[src/rtl/id_ex_stage.sv]
// ID/EX pipeline register: latches register-file data, selects, extended
// immediate and control word into EX; detects load-use hazards, inserts
// bubbles, honours back-pressure and flush, counts hazard-stall cycles.
module id_ex_stage #(
    parameter int CTRL_W = 12,
    parameter int CNT_W  = 16
) (
    input  logic              CLK,
    input  logic              RST,
    input  logic              id_valid,
    input  logic [31:0]       id_rdat1,
    input  logic [31:0]       id_rdat2,
    input  logic [4:0]        id_rsel1,
    input  logic [4:0]        id_rsel2,
    input  logic [4:0]        id_wsel,
    input  logic [15:0]       id_imm,
    input  logic              id_zext,
    input  logic              id_memread,
    input  logic [CTRL_W-1:0] id_ctrl,
    input  logic              ex_ready,
    input  logic              flush,
    output logic              id_stall,
    output logic              ex_valid,
    output logic [31:0]       ex_rdat1,
    output logic [31:0]       ex_rdat2,
    output logic [4:0]        ex_rsel1,
    output logic [4:0]        ex_rsel2,
    output logic [4:0]        ex_wsel,
    output logic [31:0]       ex_imm_ext,
    output logic              ex_memread,
    output logic [CTRL_W-1:0] ex_ctrl,
    output logic [CNT_W-1:0]  stall_cnt
);

    // Everything EX holds; an all-zero value is a bubble.
    typedef struct packed {
        logic              valid;
        logic [31:0]       rdat1;
        logic [31:0]       rdat2;
        logic [4:0]        rsel1;
        logic [4:0]        rsel2;
        logic [4:0]        wsel;
        logic [31:0]       imm_ext;
        logic              memread;
        logic [CTRL_W-1:0] ctrl;
    } ex_reg_t;

    ex_reg_t          r_ex;
    ex_reg_t          w_ex_next;
    logic [CNT_W-1:0] r_stall_cnt;
    logic             w_hazard;
    logic             w_count;
    logic [31:0]      w_imm_ext;

    // A load in EX whose destination is a source of the ID instruction.
    // Destination $0 is never written, so it never blocks.
    assign w_hazard = r_ex.valid & r_ex.memread & (r_ex.wsel != 5'd0) & id_valid &
                      ((r_ex.wsel == id_rsel1) | (r_ex.wsel == id_rsel2));

    assign w_imm_ext = id_zext ? {16'h0000, id_imm} : {{16{id_imm[15]}}, id_imm};

    // Flush overrides everything: the redirected fetch must not be held.
    assign id_stall  = ~flush & (~ex_ready | w_hazard);
    assign w_count   = ~flush & ex_ready & w_hazard;

    // Select the next EX contents by priority: flush, hold, bubble, capture.
    always_comb begin
        // NOTE: default assignment first so every path drives w_ex_next and no latch is inferred.
        w_ex_next = r_ex;
        if (flush) begin
            w_ex_next = '0;
        end else if (!ex_ready) begin
            w_ex_next = r_ex;
        end else if (w_hazard || !id_valid) begin
            w_ex_next = '0;
        end else begin
            w_ex_next.valid   = 1'b1;
            w_ex_next.rdat1   = id_rdat1;
            w_ex_next.rdat2   = id_rdat2;
            w_ex_next.rsel1   = id_rsel1;
            w_ex_next.rsel2   = id_rsel2;
            w_ex_next.wsel    = id_wsel;
            w_ex_next.imm_ext = w_imm_ext;
            w_ex_next.memread = id_memread;
            w_ex_next.ctrl    = id_ctrl;
        end
    end

    // EX pipeline register.
    always_ff @(posedge CLK or posedge RST) begin
        // NOTE: reset is asynchronous so EX empties the moment RST rises, not at the next edge.
        if (RST) begin
            r_ex <= '0;
        end else begin
            // NOTE: non-blocking assignment so every register samples pre-edge values.
            r_ex <= w_ex_next;
        end
    end

    // Saturating count of cycles lost to load-use bubbles.
    always_ff @(posedge CLK or posedge RST) begin
        if (RST) begin
            r_stall_cnt <= '0;
        end else if (w_count && (r_stall_cnt != '1)) begin
            r_stall_cnt <= r_stall_cnt + CNT_W'(1);
        end
    end

    assign ex_valid   = r_ex.valid;
    assign ex_rdat1   = r_ex.rdat1;
    assign ex_rdat2   = r_ex.rdat2;
    assign ex_rsel1   = r_ex.rsel1;
    assign ex_rsel2   = r_ex.rsel2;
    assign ex_wsel    = r_ex.wsel;
    assign ex_imm_ext = r_ex.imm_ext;
    assign ex_memread = r_ex.memread;
    assign ex_ctrl    = r_ex.ctrl;
    assign stall_cnt  = r_stall_cnt;

endmodule
[config.mk]
export PLATFORM = sky130hd
export DESIGN_NAME = id_ex_stage
export DESIGN_NICKNAME = d
export VERILOG_FILES = /design/src/rtl/id_ex_stage.sv
export SDC_FILE = /design/constraint.sdc
export NUM_CORES = 1
export LEC_CHECK = 0
export CORE_MARGIN = 2
export CORE_UTILIZATION = 43
export DETAILED_ROUTE_END_ITERATION = 12
export PLACE_DENSITY_LB_ADDON = 0.15
export SKIP_LAST_GASP = 1
export SYNTH_ARGS = -nofsm -noshare
export SYNTH_HDL_FRONTEND = slang
export SYNTH_SLANG_ARGS = --single-unit
[constraint.sdc]
create_clock -name CLK -period 12.85 [get_ports CLK]
set_input_delay 2.57 -clock CLK [delete_from_list [all_inputs] [get_ports CLK]]
set_output_delay 2.57 -clock CLK [all_outputs]
set_load 0.01 [all_outputs]
==> flow_summary.toml, run 1 <==
[sta]
min_period_ps = 7460
final.setup.tns_ps = 0
worst_hold_slack_ps = 501
max-slew-margin-rel_pct = 22.2
finalCritPeriodShare_pct = 58.1
max_clock_freq_mhz = 134
worst_pin_slew_ps = 1170
worst_clock_skew_ps = 7.28
final-setup-viol-count = 0
hold_viol = 0
rsz0062_at_grt = "false"
drv_slew = 0

[grt]
grt_max_degree = 111
track_usage_pct = 23.1
grt_first_pass_wirelength_um = 22600
grt_pass1_vias = 4178
antenna_found_initial = 0
grt_overflow = 0

[placed_design]
place_inst = 726
dpl_cell_area_sq_um = 7470
dp_hpwl_um = 9670
place_congestion = 0.886
portBuffers = 255

[final_layout]
multiInputGateArea_sq_um = 1560
register_area_sq_um = 3150
diodes = 0
num-fill-cells = 832
instances_no_fill = 758
area_growth_pct = 59.8
final_net_count = 717
fin_area_sq_um = 8050
final_layout_size_suffix_gt1_share_pct = 6.18

[routing]
dr.pass1.iters = 5
drc = 0
finalWirelength_um = 14400
vias_per_cell = 5.36
drtAntennaViolNets = 0
drt_first_iter_violations = 185
vias = 4064
post_drt_wl_per_cell_um = 19.0

[synth]
synth_area_leaders = "dfrtp_1, a22o_1, xnor2_1"
ys.flop_type = "dfrtp_1"
yosysWarnings = 0
synthArstFlopShare_pct = 100
syn_area_per_cell_sq_um = 13.7
synth_top_area_share_pct = 62.6
ys_ff_latch = 126
syn-instance-count = 367
synth_cell_types = 28
netlist_area_sq_um = 5040
synth_edf_count = 0
synth_fp_nets = 482
ys_seq_area_share_pct = 62.6
synth_commonest_cells = "dfrtp_1, a22o_1, xnor2_1"
yosysTopAreaCell = "dfrtp_1"
synth_most_common_cell = "dfrtp_1"

[clocking]
cts-buffers-inserted = 17
cts-resized-gates = 0
root_buffer = "clkbuf_16"
h-tree-depth = 4
cts_buffer_depth = 2
cts.sinks = 126
hold_buffers = 0
cts_setup_buffers = 0
cts_tree = "built"
clk_pin_slew_ps = 50
clock_latency_ps = 410

[die]
ios = 256
die_w_um = 112
rows = 39
die_h_um = 112
core-area_sq_um = 11400
die_area_sq_um = 12600
start_util_pct = 44.1

[power_and_ir_drop]
power.leakage_nw = 3.50
peakVddDrop_mv = 0.0698
powerDensity_nw_per_um2 = 123

[setup_path]
cp.required_ps = 10280
crit_path_end = "id_stall"
crit_path_end_kind = "output port"
critPathMaxFanout = 17
r2r_start = "ex_wsel[1]"
cp-start-kind = "input pin"
cp-startpoint = "id_rsel1[4]"
rrSetupSlack_ps = 9590
crit_arrival_ps = 4890
critical_path_class = "input pin to output port"
rr_worst_depth = 5
r2r-end = "ex_rdat2[29]"

[job]
drv_cap = 0

[hold_path]
worstHoldStart = "ex_rdat1[8]"
min_path_type = "flop to flop"

[outcome]
status = "complete, no violations"
cell families after synthesis:
| group | share of synthesized area [%] |
|---|---|
| adder cells (fa/ha/maj) | 0.248 |
| flip-flops | 62.6 |
| buffers and inverters | 6.83 |
| AND/OR/NAND/NOR | 5.46 |
| XOR/XNOR | 4.35 |
| AO/OA/AOI/OAI | 20.3 |
| multiplexers | 0.224 |
state kept, by name (all words and copies together), names as in the netlist:
register	cells
ex_rdat2	32
ex_wsel	5
ex_valid	1
ex_rdat1	32
ex_rsel1	5
stall_cnt	16
ex_rsel2	5
ex_ctrl	12
ex_imm_ext	17
ex_memread	1
worst max-delay path, cell delays in order:
cell             delay [ps]
clkdlybuf4s50_1         430
xnor2_1                 250
nand3_1                 140
o22ai_2                 660
nand2_1                 100
a21oi_1                 180
clkdlybuf4s50_1         550
layout by cell type (no fill, tap or decap):
cell and instances:
clkdlybuf4s50_1 255, inv_1 1, a22o_1 108, clkbuf_1 3
o22ai_2 1, clkinv_4 3, buf_4 3, bufinv_16 2
nor3_1 7, o2111ai_1 1, a21oi_4 1, a21o_1 1
xnor2_1 25, nand2_1 10, mux2_2 1, nand3_1 18
o41a_1 1, nor2_4 1, clkbuf_8 2, a32o_1 1
or4_1 1, nand4_1 6, dfrtp_1 126, and3_1 6
ha_1 1, a21oi_1 1, nor2_1 3, clkinvlp_4 1
nor2b_1 1, clkbuf_16 17, o2111a_2 1, clkinv_2 4
inv_4 1, and4_1 1
where the power goes:
part / total (W) / switching [W] / internal (W)
combinational: 0.000111 / 0.0000446 / 0.0000662
sequential: 0.000419 / 0.00000888 / 0.000410
clock: 0.000462 / 0.000167 / 0.000295
layout make-up:
| class | instances | area share, % |
|---|---|---|
| clock inverter | 10 | 1.41 |
| timing repair buffer | 258 | 32.0 |
| inverter | 2 | 0.124 |
| multi-input combinational | 197 | 19.3 |
| clock buffer | 22 | 5.77 |
| tap | 143 | 2.22 |
| sequential | 126 | 39.2 |
stage by stage:
step / setup slack, ps / total power, W / utilization [%]
2_1_floorplan: 6590 / 0.000467 / -
3_3_place_gp: 5410 / 0.000535 / 65.4
3_5_place_dp: 5410 / 0.000537 / 65.4
4_1_cts: 5380 / 0.00100 / 70.5
5_1_grt: 5280 / 0.00103 / 70.5
6_report: 5390 / 0.000992 / 70.5
worst min-delay path by stage:
| stage | to | slack [ps] | depth (start not counted) |
|---|---|---|---|
| finish | ex_rdat1[8] | 500 | 1 |
| global route | ex_imm_ext[14] | 510 | 1 |
| CTS | ex_rdat1[8] | 510 | 1 |
| detailed placement | ex_imm_ext[6] | 490 | 1 |
| global placement | stall_cnt[9] | 480 | 1 |
| floorplan | stall_cnt[12] | 520 | 1 |
metal layers:
metal  vias up  track usage, %  part of all wire (%)
met5         -               0                     0
met4         0            9.92                   2.8
met3        28            7.40                   7.6
met2       201            37.3                    49
met1      1998            28.7                    40
li1       1837               -                     -
(Power assumes the default switching activity.)
==> run 2: changes to the inputs <==
--- a/config.mk
+++ b/config.mk
@@ -6,7 +6,7 @@
 export NUM_CORES = 1
 export LEC_CHECK = 0
 export CORE_MARGIN = 2
-export CORE_UTILIZATION = 43
+export CORE_UTILIZATION = 40
 export DETAILED_ROUTE_END_ITERATION = 12
 export PLACE_DENSITY_LB_ADDON = 0.15
 export SKIP_LAST_GASP = 1
==> constraint.sdc (replaced) <==
create_clock -name CLK -period 7.03 [get_ports CLK]
set_input_delay 1.406 -clock CLK [delete_from_list [all_inputs] [get_ports CLK]]
set_output_delay 1.406 -clock CLK [all_outputs]
set_load 0.01 [all_outputs]
==> flow_summary.toml, run 2 (synthesis results as in run 1) <==
[placed_design]
place_inst = 751
place_congestion = 0.823
portBuffers = 255
dp_hpwl_um = 10200

[sta]
final.setup.tns_ps = 0
final-setup-viol-count = 0
min_period_ps = 5120
drv_slew = 0
hold_viol = 0
max-slew-margin-rel_pct = 16.7
worst_clock_skew_ps = 8.12
rsz0062_at_grt = "false"
worst_pin_slew_ps = 1250
max_clock_freq_mhz = 195
finalCritPeriodShare_pct = 72.8

[die]
die_w_um = 116
rows = 40
start_util_pct = 41.4
die_area_sq_um = 13500
die_h_um = 116
ios = 256
core-area_sq_um = 12200

[routing]
drtAntennaViolNets = 0
post_drt_wl_per_cell_um = 18.8
vias = 4077
drc = 0
vias_per_cell = 5.22
drt_first_iter_violations = 245
finalWirelength_um = 14600
dr.pass1.iters = 5

[clocking]
cts_tree = "built"
root_buffer = "clkbuf_16"
cts-buffers-inserted = 17
hold_buffers = 0
cts_setup_buffers = 0
cts_buffer_depth = 2
cts.sinks = 126
clock_latency_ps = 410
cts-resized-gates = 0
h-tree-depth = 4
clk_pin_slew_ps = 50

[grt]
grt_max_degree = 80
track_usage_pct = 22.2
antenna_found_initial = 0
grt_pass1_vias = 4161
grt_first_pass_wirelength_um = 22500
grt_overflow = 0

[power_and_ir_drop]
powerDensity_nw_per_um2 = 238
cell_internal_pwr_w = 0.00155
switching_share_pct = 20.3
peakVddDrop_mv = 0.144
seqPwrFrac_pct = 39.3
power.leakage_nw = 3.54
p_switching_w = 0.000395
combPwrFrac_pct = 10.4
power_frac_clock_pct = 50.3

[final_layout]
layout_common_cells = "clkdlybuf4s50_1, dfrtp_1, a22o_1"
final_layout_size_suffix_gt1_share_pct = 6.04
area_growth_pct = 62.2
instances_no_fill = 781
diodes = 0
num-fill-cells = 927
final_common_cell = "clkdlybuf4s50_1"
final_net_count = 717

[hold_path]
min_path_type = "flop to flop"

[setup_path]
cp.required_ps = 5620
cp-start-kind = "input pin"
crit_path_end_kind = "output port"
critPathMaxFanout = 17
crit_arrival_ps = 3710
critical_path_class = "input pin to output port"

[job]
drv_cap = 0

[outcome]
status = "complete, no violations"
-- run 2: area by class of cell --
cell class,instances,area [sq um],share of cell area (%)
Sequential cell,126,3150,38.6
Timing Repair Buffer,258,2570,31.5
Multi-Input combinational cell,197,1560,19.0
Clock buffer,25,515,6.31
Tap cell,168,210,2.57
Clock inverter,5,150,1.84
Inverter,2,10.0,0.123
-- run 2: critical path: stages --
cell and delay, ps:
clkdlybuf4s50_1 560, xnor2_1 150, nand3_1 110, o22ai_2 670, nand2_1 100, a21oi_1 170, clkdlybuf4s50_1 550
-- run 2: worst paths after layout --
check | depth (start not counted) | slack, ps | startpoint | endpoint
worst max-delay path | 7 | 1910 | id_rsel1[0] | id_stall
worst min-delay path | 1 | 500 | ex_rdat1[29] | ex_rdat1[29]
worst max register to register | 5 | 3600 | ex_wsel[1] | ex_rdat1[18]
worst min register to register | 1 | 500 | ex_rdat1[29] | ex_rdat1[29]
max in group asynchronous | 3 | 4190 | RST | stall_cnt[6]
min in group asynchronous | 2 | 1410 | RST | ex_ctrl[6]
-- run 2: through the flow --
stage | util, % | power (W) | cell area, sq um | setup slack (ps) | hold WS, ps
after CTS | 67.2 | 0.00197 | 8170 | 1910 | 506
after global placement | 61.7 | 0.000979 | 7500 | 1900 | 487
after floorplan | - | 0.000853 | 5040 | 2270 | 519
after global routing | 67.2 | 0.00202 | 8170 | 1740 | 513
final | 67.2 | 0.00195 | 8170 | 1910 | 501
after detailed placement | 61.7 | 0.000982 | 7500 | 1910 | 490
-- run 2: metal layers --
metal | global-route usage [%] | vias up | share of wire (%)
met5 | 0 | - | 0
met4 | 8.97 | 0 | 2.6
met3 | 9.19 | 29 | 9.3
met2 | 36.0 | 213 | 48
met1 | 26.4 | 1999 | 40
li1 | - | 1836 | -
-- run 2: power by group through the flow --
stage	logic, W	registers, W	clock network [W]
finish	0.000202	0.000766	0.000980
global route	0.000218	0.000768	0.00103
CTS	0.000206	0.000766	0.000999
detailed placement	0.000205	0.000777	0
global placement	0.000202	0.000777	0
floorplan	0.0000661	0.000787	0
==> run 3: changes to the inputs <==
--- a/config.mk
+++ b/config.mk
@@ -6,7 +6,7 @@
 export NUM_CORES = 1
 export LEC_CHECK = 0
 export CORE_MARGIN = 2
-export CORE_UTILIZATION = 40
+export CORE_UTILIZATION = 36
 export DETAILED_ROUTE_END_ITERATION = 12
 export PLACE_DENSITY_LB_ADDON = 0.15
 export SKIP_LAST_GASP = 1
==> constraint.sdc (replaced) <==
create_clock -name CLK -period 4.32 [get_ports CLK]
set_input_delay 0.864 -clock CLK [delete_from_list [all_inputs] [get_ports CLK]]
set_output_delay 0.864 -clock CLK [all_outputs]
set_load 0.01 [all_outputs]
==> flow_summary.toml, run 3 (synthesis results as in run 1) <==
[outcome]
status = "complete, no violations"

[routing]
drt_first_iter_violations = 228
drtAntennaViolNets = 0
post_drt_wl_per_cell_um = 17.8
dr.pass1.iters = 5
finalWirelength_um = 14200
drc = 0
vias_per_cell = 5.02
vias = 3996

[sta]
finalCritPeriodShare_pct = 82.2
worst_pin_slew_ps = 738
drv_slew = 0
rsz0062_at_grt = "false"
setup_slack_ps = 771
max-slew-margin-rel_pct = 50.7
final.setup.tns_ps = 0
max_clock_freq_mhz = 282
min_period_ps = 3550
hold_viol = 0
worst_clock_skew_ps = 5.91
final-setup-viol-count = 0

[final_layout]
instances_no_fill = 796
final_net_count = 718
final_layout_size_suffix_gt1_share_pct = 6.66
layout_common_cells = "clkdlybuf4s50_1, dfrtp_1, a22o_1"
area_growth_pct = 62.0
diodes = 0
final_common_cell = "clkdlybuf4s50_1"

[clocking]
clock_latency_ps = 410
cts-buffers-inserted = 17
cts_setup_buffers = 0
clk_pin_slew_ps = 50
cts_buffer_depth = 2
h-tree-depth = 4
cts.sinks = 126
hold_buffers = 0
root_buffer = "clkbuf_16"
cts_tree = "built"
cts-resized-gates = 0

[die]
die_w_um = 122
start_util_pct = 36.6
rows = 43
ios = 256
die_area_sq_um = 15000
core-area_sq_um = 13800
die_h_um = 122

[placed_design]
place_inst = 764
dp_hpwl_um = 9760
place_congestion = 0.768
portBuffers = 255
pre_cts_slack_ps = 764

[setup_path]
cp-start-kind = "input pin"
critical_path_class = "input pin to output port"
r2r_start = "ex_wsel[1]"
crit_arrival_ps = 2680
rr_worst_depth = 5
crit_path_end_kind = "output port"
crit_path_end = "id_stall"
critPathMaxFanout = 2
cp-startpoint = "id_rsel1[4]"
rrSetupSlack_ps = 1920
r2r-end = "ex_rdat1[13]"
cp.required_ps = 3460

[grt]
grt_max_degree = 111
grt_pass1_vias = 4135
antenna_found_initial = 0
track_usage_pct = 19.4
grt_first_pass_wirelength_um = 22000
grt_overflow = 0

[power_and_ir_drop]
powerDensity_nw_per_um2 = 368
peakVddDrop_mv = 0.239
power.leakage_nw = 3.51

[hold_path]
min_path_type = "flop to flop"
worstHoldStart = "stall_cnt[9]"

[job]
drv_cap = 0
[run 3: through the flow]
stage                     total power [W]  cell area [sq um]  utilization, %  hold WS, ps
after floorplan                   0.00139               5040               -          519
after global placement            0.00160               7560            54.9          480
after detailed placement          0.00160               7560            54.9          481
after CTS                         0.00305               8160            59.3          493
after global routing              0.00312               8160            59.3          512
final                             0.00301               8160            59.3          485
[run 3: area by class of cell]
type,count,area (sq um)
Clock inverter,14,170
Clock buffer,18,429
Sequential cell,126,3150
Fill cell,1138,5610
Inverter,2,10.0
Multi-Input combinational cell,197,1560
Timing Repair Buffer,259,2620
Tap cell,180,225
[run 3: worst max-delay path, cell delays in order]
cell,delay (ps)
clkdlybuf4s50_1,510
xnor2_1,140
nand3_1,110
o22ai_2,220
nand2_1,90
a21oi_1,180
clkdlybuf4s50_1,570
[run 3: where the power goes]
group	internal (W)	switching, W
clock network	0.000905	0.000524
logic	0.000201	0.000132
registers	0.00122	0.0000258
total	0.00233	0.000682
[run 3: metal layers]
layer	share of wire [%]	global-route usage [%]	vias up
met4	2.9	9.48	0
met5	0	0	-
li1	-	-	1837
met2	49	31.0	160
met1	41	23.8	1970
met3	7.3	6.09	29
[run 3: worst min-delay path by stage]
| stage | to | slack [ps] | cells after the start |
|---|---|---|---|
| final | stall_cnt[9] | 480 | 1 |
| after global routing | stall_cnt[9] | 510 | 1 |
| after CTS | stall_cnt[9] | 490 | 1 |
| after detailed placement | stall_cnt[9] | 480 | 1 |
| after global placement | stall_cnt[12] | 480 | 1 |
| after floorplan | stall_cnt[12] | 520 | 1 |
==> variant: new RTL, config.mk and constraints of run 3 <==
Set the parameter `CNT_W` to 32 (it was 16).
--- a/src/rtl/id_ex_stage.sv
+++ b/src/rtl/id_ex_stage.sv
@@ -3,7 +3,7 @@
 // bubbles, honours back-pressure and flush, counts hazard-stall cycles.
 module id_ex_stage #(
     parameter int CTRL_W = 12,
-    parameter int CNT_W  = 16
+    parameter int CNT_W  = 32
 ) (
     input  logic              CLK,
     input  logic              RST,
Interface: changed (resized stall_cnt); port bits go from 256 to 272. The function was not compared with the original's and may differ.
==> variant against run 3 <==
  * Sequential cell count up 16
  * Routed wire length up 15%
  * Design area up 11%
  * Setup slack worse by 0.30 ns
  * Power up 8.4%
  * Hold slack better by 0.0034 ns
  * Sequential share of layout area up 0.65 points
  * Synthesized area up 11%
  * Critical path type unchanged
  * Largest cell class unchanged
==> variant: results (changes against run 3) <==
status: "finished clean"
layout.nets: 798  # +11%
r2r-start: "stall_cnt[6]"
synth.area.top_cells: "dfrtp_1 63%, a22o_1 17%, xnor2_1 4.5%"
synthAdderAreaFrac_pct: 0.223  # -0.025 points
hp-class: "flip-flop to flip-flop"
grt_pass1_vias: 4651  # +12%
synth_cell_type_count: 35  # +25%
synth-xor-area-share_pct: 6.24  # +1.9 points
ys.flop_type: "dfrtp_1"
worstPathArrival_ns: 2.99  # +0.31 ns
grt_max_degree: 75  # -32%
worst-path-max-fanout: 5  # +3
maxCapViolations: 0  # unchanged
ys_warn_count: 0  # unchanged
cts_resized: 0  # unchanged
antenna_cells: 0  # unchanged
dp.final_hpwl_mm: 11.6  # +19%
fillers: 1266  # +11%
synthesis.nets: 542  # +12%
leakage_nw: 3.96  # +13%
gp_congestion: 0.817  # +6.4%
drive_above_1_share_pct: 6.47  # -0.19 points
path_clk_slew_ns: 0.06
worst_ir_drop_vdd_v: 0.000259  # +8.4%
clock_skew_ns: 0.00656  # +0.000646 ns
synth_top_family_by_area: "compound AO/OA/AOI/OAI gates"
place_area_um2: 8430  # +11%
cts_buffer_depth: 2  # unchanged
preCtsSetupSlack_ns: 0.423  # -0.341 ns
grt_pass1_wl_mm: 25.4  # +15%
synthTopCellsByCount: "142 x dfrtp_1, 108 x a22o_1, 29 x xnor2_1"
drt_iter0_drc: 303  # +33%
postCtsSetupBuffers: 0  # unchanged
port-buffer-count: 271  # +6.3%
cts_made_buffers: 17  # unchanged
synth_compound_area_share_pct: 18.0  # -2.3 points
vias: 4497  # +13%
clkLatencyLatePin_ns: 0.42
gr-usage-all-layers_pct: 20.1  # +0.72 points
antenna_found_initial: 0  # unchanged
slew_headroom_pct: 34.2  # -17 points
firstDrtPassIters: 4  # -1
cts-root-buf: "clkbuf_16"
cp-startpoint: "id_rsel1[0]"
min_from: "stall_cnt[20]"
drt-total-wl_mm: 16.3  # +15%
yosys-mux-area-fraction_pct: 0  # -0.22 points
htreeDepth: 4  # unchanged
async_flop_share_pct: 100  # unchanged
seq_area_frac_synth_pct: 63.3  # +0.73 points
variant: cell count changes after synthesis, moves of 3 or more:
cell	delta
xor2_1	+11
clkbuf_1	+7
nor2_1	+3
dfrtp_1	+16
nand2_1	+5
buf_8	-10
and3_1	+3
xnor2_1	+4
variant: per-stage QoR:
step           utilization (%)  instances
2_1_floorplan                -        427
3_3_place_gp              55.4        852
3_5_place_dp              55.4        852
4_1_cts                   59.5        884
5_1_grt                   59.5        884
6_report                  59.5        884
variant: cell type report:
type / count / area, µm² / area share [%]
Sequential cell: 142 / 3550 / 39.3
Timing Repair Buffer: 277 / 2780 / 30.8
Multi-Input combinational cell: 242 / 1840 / 20.3
Clock buffer: 17 / 425 / 4.70
Tap cell: 188 / 235 / 2.60
Clock inverter: 15 / 195 / 2.16
Inverter: 3 / 15.0 / 0.166
variant: worst max-delay path, cell delays in order:
cell             delay [ns]
clkdlybuf4s50_1        0.50
xnor2_1                0.14
nand3_1                0.13
o22ai_1                0.40
nand2_1                0.20
a21oi_1                0.18
clkdlybuf4s50_1        0.58
variant: cells by family after synthesis:
group	after synthesis
xor+xnor	40
compound gates	118
flops	142
fa+ha+maj	1
buf+inv	43
simple gates	83
variant: final timing paths:
check	end	slack [ns]	cells after the start
max in group asynchronous	ex_ctrl[9]	2.33	3
worst min register to register	stall_cnt[20]	0.49	1
worst max register to register	stall_cnt[7]	1.98	6
min in group asynchronous	ex_rdat2[7]	1.02	2
worst max-delay path	id_stall	0.47	7
worst min-delay path	stall_cnt[20]	0.49	1
variant: power by group:
group	total, mW	internal, mW	switching [mW]
Sequential	1.40	1.37	0.0271
Combinational	0.332	0.200	0.132
Clock	1.53	0.963	0.568
variant: layer usage:
| layer | vias to the layer above | track usage [%] | share of wire (%) | wire length (µm) |
|---|---|---|---|---|
| met2 | 172 | 32.2 | 49 | 8090 |
| met4 | 0 | 8.50 | 2.1 | 343 |
| met3 | 25 | 7.61 | 7.8 | 1270 |
| li1 | 2076 | - | - | - |
| met1 | 2224 | 24.5 | 41 | 6650 |
| met5 | - | 0 | 0 | 0 |
